<file path="src/rtl/jtcommando_dwnld.sv">
// ROM download splitter: bytes below PROM_START are buffered and written to SDRAM,
// bytes at/above go straight to PROMs. Optional checksum port: JTCOMMANDO_DWNLD_CHKSUM_EN.
module jtcommando_dwnld #(
  parameter logic [21:0] PROM_START = 22'h3C000,
  parameter int          FIFO_DEPTH = 2
) (
  input  logic        clk,
  input  logic        rst_n,
  input  logic        downloading,
  input  logic        ioctl_wr,
  input  logic [21:0] ioctl_addr,
  input  logic [7:0]  ioctl_data,
  output logic        prog_we,
  output logic [21:0] prog_addr,
  output logic [7:0]  prog_data,
  output logic [1:0]  prog_mask,
  input  logic        sdram_ack,
  output logic        prom_we,
  output logic [9:0]  prom_addr,
  output logic [3:0]  prom_data,
  output logic        dwnld_done,
  output logic        overflow
`ifdef JTCOMMANDO_DWNLD_CHKSUM_EN
  ,
  output logic [15:0] chksum
`endif
);

  localparam int PW = (FIFO_DEPTH == 4) ? 2 : 1;
  localparam int CW = PW + 1;

  typedef enum logic [1:0] {IDLE, REQ, DRAIN} state_t;

  state_t        r_state;
  logic [29:0]   r_mem [FIFO_DEPTH];
  logic [PW-1:0] r_wr_ptr, r_rd_ptr;
  logic [CW-1:0] r_count;
  logic          r_dl_prev;
  logic          r_prog_we, r_prom_we, r_done, r_overflow;
  logic [21:0]   r_prog_addr;
  logic [7:0]    r_prog_data;
  logic [1:0]    r_prog_mask;
  logic [9:0]    r_prom_addr;
  logic [3:0]    r_prom_data;

  logic          w_wr_ok, w_low, w_to_sdram, w_to_prom, w_pop, w_push, w_drop;
  logic          w_load, w_we_next, w_fall, w_rise, w_draining, w_finish;
  logic [CW-1:0] w_count_after_pop, w_count_next;
  logic [PW-1:0] w_rd_next;
  logic [29:0]   w_head_next;

  assign w_wr_ok    = ioctl_wr & downloading;
  assign w_low      = ioctl_addr < PROM_START;
  assign w_to_sdram = w_wr_ok & w_low;
  assign w_to_prom  = w_wr_ok & ~w_low;

  // Fullness is judged after this cycle's pop so a push+ack pair never drops
  assign w_pop             = r_prog_we & sdram_ack;
  assign w_count_after_pop = r_count - CW'(w_pop);
  assign w_push            = w_to_sdram & (w_count_after_pop < CW'(FIFO_DEPTH));
  assign w_drop            = w_to_sdram & ~w_push;
  assign w_count_next      = w_count_after_pop + CW'(w_push);
  assign w_rd_next         = r_rd_ptr + PW'(1);

  // After an ack the next word is either the following entry or the byte arriving now
  always_comb begin
    w_head_next = r_mem[r_rd_ptr];
    if (r_prog_we)
      w_head_next = (r_count > CW'(1)) ? r_mem[w_rd_next] : {ioctl_addr, ioctl_data};
  end

  assign w_load     = r_prog_we ? (w_pop & (w_count_next != '0)) : (r_count != '0);
  assign w_we_next  = r_prog_we ? (~w_pop | (w_count_next != '0)) : (r_count != '0);
  assign w_fall     = r_dl_prev & ~downloading;
  assign w_rise     = ~r_dl_prev & downloading;
  assign w_draining = w_fall | (r_state == DRAIN);
  assign w_finish   = w_draining & ~w_we_next & (w_count_next == '0);

  always_ff @(posedge clk) begin
    if (w_push) r_mem[r_wr_ptr] <= {ioctl_addr, ioctl_data};
  end

  always_ff @(posedge clk or negedge rst_n) begin
    if (!rst_n) begin
      r_state     <= IDLE;
      r_wr_ptr    <= '0;
      r_rd_ptr    <= '0;
      r_count     <= '0;
      r_dl_prev   <= 1'b0;
      r_prog_we   <= 1'b0;
      r_prog_addr <= '0;
      r_prog_data <= '0;
      r_prog_mask <= 2'b11;
      r_prom_we   <= 1'b0;
      r_prom_addr <= '0;
      r_prom_data <= '0;
      r_done      <= 1'b0;
      r_overflow  <= 1'b0;
    end else begin
      r_dl_prev <= downloading;
      r_count   <= w_count_next;
      if (w_push) r_wr_ptr <= r_wr_ptr + PW'(1);
      if (w_pop)  r_rd_ptr <= w_rd_next;
      if (w_drop) r_overflow <= 1'b1;

      r_prog_we <= w_we_next;
      if (w_load) begin
        r_prog_addr <= {1'b0, w_head_next[29:9]};
        r_prog_data <= w_head_next[7:0];
        r_prog_mask <= w_head_next[8] ? 2'b01 : 2'b10;
      end

      r_prom_we <= w_to_prom;
      if (w_to_prom) begin
        r_prom_addr <= ioctl_addr[9:0] - PROM_START[9:0];
        r_prom_data <= ioctl_data[3:0];
      end

      // DRAIN keeps servicing the buffer; only an empty buffer ends it
      if (w_draining) begin
        r_state <= w_finish ? IDLE : DRAIN;
        r_done  <= w_finish;
      end else begin
        r_state <= w_we_next ? REQ : IDLE;
        r_done  <= 1'b0;
      end
    end
  end

  assign prog_we    = r_prog_we;
  assign prog_addr  = r_prog_addr;
  assign prog_data  = r_prog_data;
  assign prog_mask  = r_prog_mask;
  assign prom_we    = r_prom_we;
  assign prom_addr  = r_prom_addr;
  assign prom_data  = r_prom_data;
  assign dwnld_done = r_done;
  assign overflow   = r_overflow;

`ifdef JTCOMMANDO_DWNLD_CHKSUM_EN
  logic [15:0] r_chksum;
  logic        r_frozen;
  logic        w_accept;

  assign w_accept = w_push | w_to_prom;

  always_ff @(posedge clk or negedge rst_n) begin
    if (!rst_n) begin
      r_chksum <= '0;
      r_frozen <= 1'b0;
    end else begin
      if (w_rise) begin
        r_chksum <= w_accept ? {8'h00, ioctl_data} : 16'h0000;
        r_frozen <= 1'b0;
      end else if (w_accept && !r_frozen) begin
        r_chksum <= r_chksum + {8'h00, ioctl_data};
      end
      if (w_finish) r_frozen <= 1'b1;
    end
  end

  assign chksum = r_chksum;
`endif

endmodule

</file>
<file path="config.mk">
export PLATFORM = sky130hd
export DESIGN_NAME = jtcommando_dwnld
export DESIGN_NICKNAME = d
export VERILOG_FILES = /design/src/rtl/jtcommando_dwnld.sv
export SDC_FILE = /design/constraint.sdc
export NUM_CORES = 1
export LEC_CHECK = 0
export BUFFER_PORTS_ARGS = -buffer_cell sky130_fd_sc_hd__buf_2
export CAP_MARGIN = 20
export CORE_UTILIZATION = 46
export CTS_CLUSTER_DIAMETER = 50
export CTS_CLUSTER_SIZE = 40
export DETAILED_ROUTE_END_ITERATION = 12
export GPL_ROUTABILITY_DRIVEN = 0
export GPL_TIMING_DRIVEN = 0
export PLACE_DENSITY = 0.78
export RECOVER_POWER = 25
export SKIP_CTS_REPAIR_TIMING = 1
export SLEW_MARGIN = 20
export SYNTH_ARGS = -nofsm -noshare
export SYNTH_HDL_FRONTEND = slang
export SYNTH_SLANG_ARGS = --single-unit
</file>
<file path="constraint.sdc">
create_clock -name clk -period 6.5 [get_ports clk]
set_clock_uncertainty 0.2 [all_clocks]
set_input_delay 0.325 -clock clk [delete_from_list [all_inputs] [get_ports clk]]
set_output_delay 0.325 -clock clk [all_outputs]
set_load 0.01 [all_outputs]
</file>
# Word-level counts from Yosys, hierarchy flattened
# Memories as Yosys holds them, arrays and structs flattened.
# Index checks and enable logic that the tools add are counted.
# op_classes
add_sub_neg	4
order_cmp	3
eq_ne	1
mux	11
n_bitwise	17
n_reduce_logical	3
# ops
operator	count
30-bit two-way mux	2
22-bit by 18-bit < comparator with 1-bit output, second input constant	1
1-bit bitwise AND	10
1-bit two-way mux	6
2-bit two-way mux	3
1-bit NOT	5
2-bit nonzero test	2
1-bit adder, second input constant	2
2-bit by 1-bit adder with 2-bit output	1
2-bit == test, second input constant	1
2-bit by 1-bit > comparator with 1-bit output, second input constant	1
2-bit zero test	1
2-bit < comparator, second input constant	1
1-bit OR	2
2-bit by 1-bit subtractor with 2-bit output	1
# word_totals
ff_bits	56
ramBits	60
in_bits	35
output_inout_bits	50
word_cells	54
n_memories	1
# mem_list
name	words	word_bits	rd	rd_ports_with_merged_regs	wr	line_no	rtl
r_mem	2	30	2	0	1	35	logic [29:0] r_mem [FIFO_DEPTH];

# Depth between registers and ports, before layout
# depth
word_depth	13
ltp_mapped	9
mapped_depth_nobuf	7

# Worst setup path before layout
# Ideal clock, no wire load.
# synth_path
path_kind	reg2reg
start	register r_prog_we, in the netlist prog_we
end	memory r_mem[0][0] (enable)
setup_ps	417
arrival_ps	2842
required_ps	5883
slack_ps	3041
stages_incl_launch_ff	8
n_path_buf	1
period_less_slack_ps	3459
cell_sequence	dfrtp_1 -> buf_2 -> nand2_1 -> inv_1 -> ha_1 -> xnor2_1 -> nand4_2 -> nor2_1
# synth_between
elab_chain_cells	6
# synth_rtl
element	line_no	rtl
start, declared	39	logic r_prog_we, r_prom_we, r_done, r_overflow;
start signal, assigned	106	r_prog_we <= w_we_next;
1-bit bitwise AND	58	assign w_pop = r_prog_we & sdram_ack;
named net w_pop	46	logic w_wr_ok, w_low, w_to_sdram, w_to_prom, w_pop, w_push, w_drop;
2-bit by 1-bit subtractor with 2-bit output	59	assign w_count_after_pop = r_count - CW'(w_pop);
2-bit < comparator	60	assign w_push = w_to_sdram & (w_count_after_pop < CW'(FIFO_DEPTH));
1-bit bitwise AND	60	
1-bit two-way mux	80	if (w_push) r_mem[r_wr_ptr] <= {ioctl_addr, ioctl_data};
1-bit two-way mux (not written as such)	80	
end, declared	35	
# The timed path passes the listed nets, and every way through them passes these cells.

==> results.json <==
{
  "cts_buffers": 17,
  "overflow": 0,
  "whs_path_depth": 4,
  "slowest_stage": "clkbuf_1",
  "r2r-end": "r_mem[0][13]",
  "synth_edf_count": 60,
  "worstSetupStartpointType": "input pin",
  "power_frac_seq_pct": 29.0,
  "nets": 555,
  "track_usage_pct": 23.2,
  "cts_sinks": 116,
  "die_area_um2": 12000,
  "grt_pass1_wl_um": 20200,
  "relSlewSlack_pct": -104,
  "setup_slack_ns": 3.10,
  "switching_power_mw": 1.19,
  "wl_per_cell_um": 19.7,
  "dr_total_vias": 3940,
  "tightestPinTransition_ns": 3.07,
  "vias_per_cell": 5.86,
  "cts_tree": "yes",
  "min_path_type": "in -> reg",
  "clock-root-buffer": "clkbuf_16",
  "drtIter0Drc": 236,
  "io_pins": 85,
  "violations": "max-capacitance violations, max-slew violations",
  "holdWs_ns": 0.102,
  "r2r-start": "prog_we",
  "diodes": 0,
  "crit_chain": "dlygate4sd3_1 > clkbuf_1",
  "initial_core_util_pct": 48.2,
  "crit_path_max_fanout": 56,
  "ys_top_cells_by_area": "edfxtp_1, dfrtp_1, mux2_4",
  "intPower_mw": 2.31,
  "path_class": "in -> async",
  "ir_drop_mv": 0.316,
  "hold_start": "sdram_ack",
  "path_depth": 2,
  "max_freq_mhz": 294,
  "outcome": "finished with violations",
  "ys.flop_type": "edfxtp_1",
  "async_flop_share_pct": 48.3,
  "ys_seq_elements": 116,
  "power_density_nw_per_um2": 506,
  "place_ws_ns": 3.36,
  "power.leakage_nw": 2.63,
  "rsz0062_at_grt": "false",
  "swShare_pct": 33.9,
  "io_buffers": 83,
  "nFillCells": 832,
  "netlist-cell-type-count": 45,
  "synth_seq_area_share_pct": 60.0,
  "yosysTopAreaCell": "edfxtp_1",
  "grt_antenna_before_repair": 0,
  "worst-path-buf-inv": 2,
  "finalCritPeriodShare_pct": 52.4,
  "finalSetupTns_ns": 0,
  "hpwl_um": 8510,
  "postRouteAntennaNets": 0,
  "synth_top_cell_area_share_pct": 33.7,
  "core_area_um2": 11100,
  "drv_slew": 57,
  "drive_above_1_share_pct": 27.6,
  "critPathMaxStageDelay_ns": 2.16,
  "p_comb_share_pct": 42.3,
  "grt_max_degree": 57,
  "synth_fp_nets": 420,
  "cts.htree.levels": 4,
  "finalHoldViolCount": 0,
  "netlist_area_um2": 5340,
  "cts_buffer_depth": 2,
  "r2r_cells": 8,
  "cp.arrival_ns": 3.03,
  "clk_latency_ns": 0.41,
  "drc": 0,
  "std_cell_rows": 38,
  "clk_pin_slew_ns": 0.05,
  "area_growth_pct": 29.4,
  "avgSynthCellArea_um2": 13.9,
  "synth_warnings": 0,
  "reg2reg_slack_ns": 3.35,
  "fp.dieW_um": 110,
  "min_to": "r_state[1]",
  "finalCriticalPeriod_ns": 3.40,
  "crit_required_ns": 6.13,
  "dr.pass1.iters": 5,
  "setup_violations": 0,
  "cap_violations": 1,
  "p_clk_share_pct": 28.7,
  "chipHeight_um": 110,
  "grt_pass1_vias": 3966,
  "synth_cells": 384,
  "critical-path-top-delay-family": "buffers and inverters",
  "end_kind": "async pin",
  "finalWirelength_um": 13200
}
==> layer usage <==
layer | vias up | GRT usage (%) | part of all wire, %
met5 | - | 0 | 0
met4 | 0 | 9.43 | 1.8
met3 | 32 | 6.40 | 6.7
met2 | 178 | 37.9 | 50
met1 | 1953 | 29.2 | 42
li1 | 1777 | - | -
==> worst max path at each step <==
stage            start             to  slack (ns)
3_3_place_gp   prog_we   r_mem[1][13]        2.05
6_report         rst_n  prog_addr[14]        3.10
4_1_cts        prog_we   r_mem[0][21]        3.35
3_5_place_dp   prog_we   r_mem[1][13]        3.36
2_1_floorplan  prog_we    r_mem[0][0]        3.04
5_1_grt          rst_n  prog_addr[14]        2.40
==> power by group through the flow <==
stage	Clock (mW)	Sequential [mW]	Combinational [mW]
2_1_floorplan	0	1.07	0.989
3_3_place_gp	0	1.02	1.41
3_5_place_dp	0	1.03	1.45
4_1_cts	1.01	1.01	1.47
5_1_grt	1.05	1.03	1.61
6_report	1.01	1.01	1.48
==> stage by stage <==
step                      power [mW]  instances  utilization, %  instance area, um2
final                           3.50        672            62.4                6910
after global routing            3.69        672            62.4                6910
after CTS                       3.49        641            60.0                6640
after detailed placement        2.48        609            54.2                6000
after global placement          2.43        607            53.5                5930
after floorplan                 2.06        384               -                5340
==> kinds of logic (layout without fill, tap and decap cells) <==
logic type / Yosys count / after routing / share of synthesized area, %
DFF: 116 / 116 / 60.0
AOI/OAI and AO/OA: 97 / 97 / 11.9
and+or+nand+nor: 78 / 78 / 11.9
muxes: 46 / 46 / 11.6
buffers and inverters: 41 / 189 / 3.56
xor gates and xnor gates: 4 / 4 / 0.656
adders and majority gates: 1 / 1 / 0.234
other: 1 / 1 / 0.0702
==> cells in the final DEF, fill, tap and decap left out, types with 4 or more instances in the layout <==
cell type,instances
edfxtp_1,60
buf_2,58
clkbuf_1,54
dfrtp_1,54
dlygate4sd3_1,31
a21oi_1,30
o22ai_1,28
or3_1,28
o211ai_1,28
mux2_4,28
clkbuf_16,17
mux2_2,16
or4bb_1,15
nand4bb_1,13
inv_1,7
bufinv_16,5
clkinv_2,4
==> cell usage after synthesis, types with 2 or more instances <==
cell type	n
nor3b_1	3
buf_6	3
mux2_2	16
o21ai_0	2
o221ai_1	2
mux2i_1	2
o22ai_1	28
nand4bb_1	13
o211ai_1	28
buf_2	7
a21oi_1	30
clkbuf_1	21
nor2_1	5
xnor2_1	3
dfstp_2	2
or3_1	28
nand3_1	2
edfxtp_1	60
mux2_4	28
dfrtp_1	54
nand2_1	3
or4bb_1	15
inv_1	7
==> registers in the layout, indices dropped and copies added (netlist names) <==
register    count
prom_we         1
prom_addr      10
r_mem          60
overflow        1
prog_mask       2
prog_data       8
r_rd_ptr        1
prom_data       4
r_count         2
prog_we         1
r_dl_prev       1
prog_addr      21
dwnld_done      1
r_state         2
r_wr_ptr        1
==> layout make-up <==
| class | instances | area [um2] | area share [%] |
|---|---|---|---|
| well taps | 140 | 175 | 2.53 |
| multi-input cells | 227 | 1960 | 28.4 |
| flip-flops and latches | 116 | 3210 | 46.4 |
| clock buffers | 18 | 429 | 6.21 |
| repair buffers | 116 | 741 | 10.7 |
| plain buffers | 34 | 164 | 2.37 |
| inverters | 7 | 26.3 | 0.380 |
| clock inverters | 14 | 210 | 3.04 |
No activity file was read; power rests on OpenSTA's default activity.
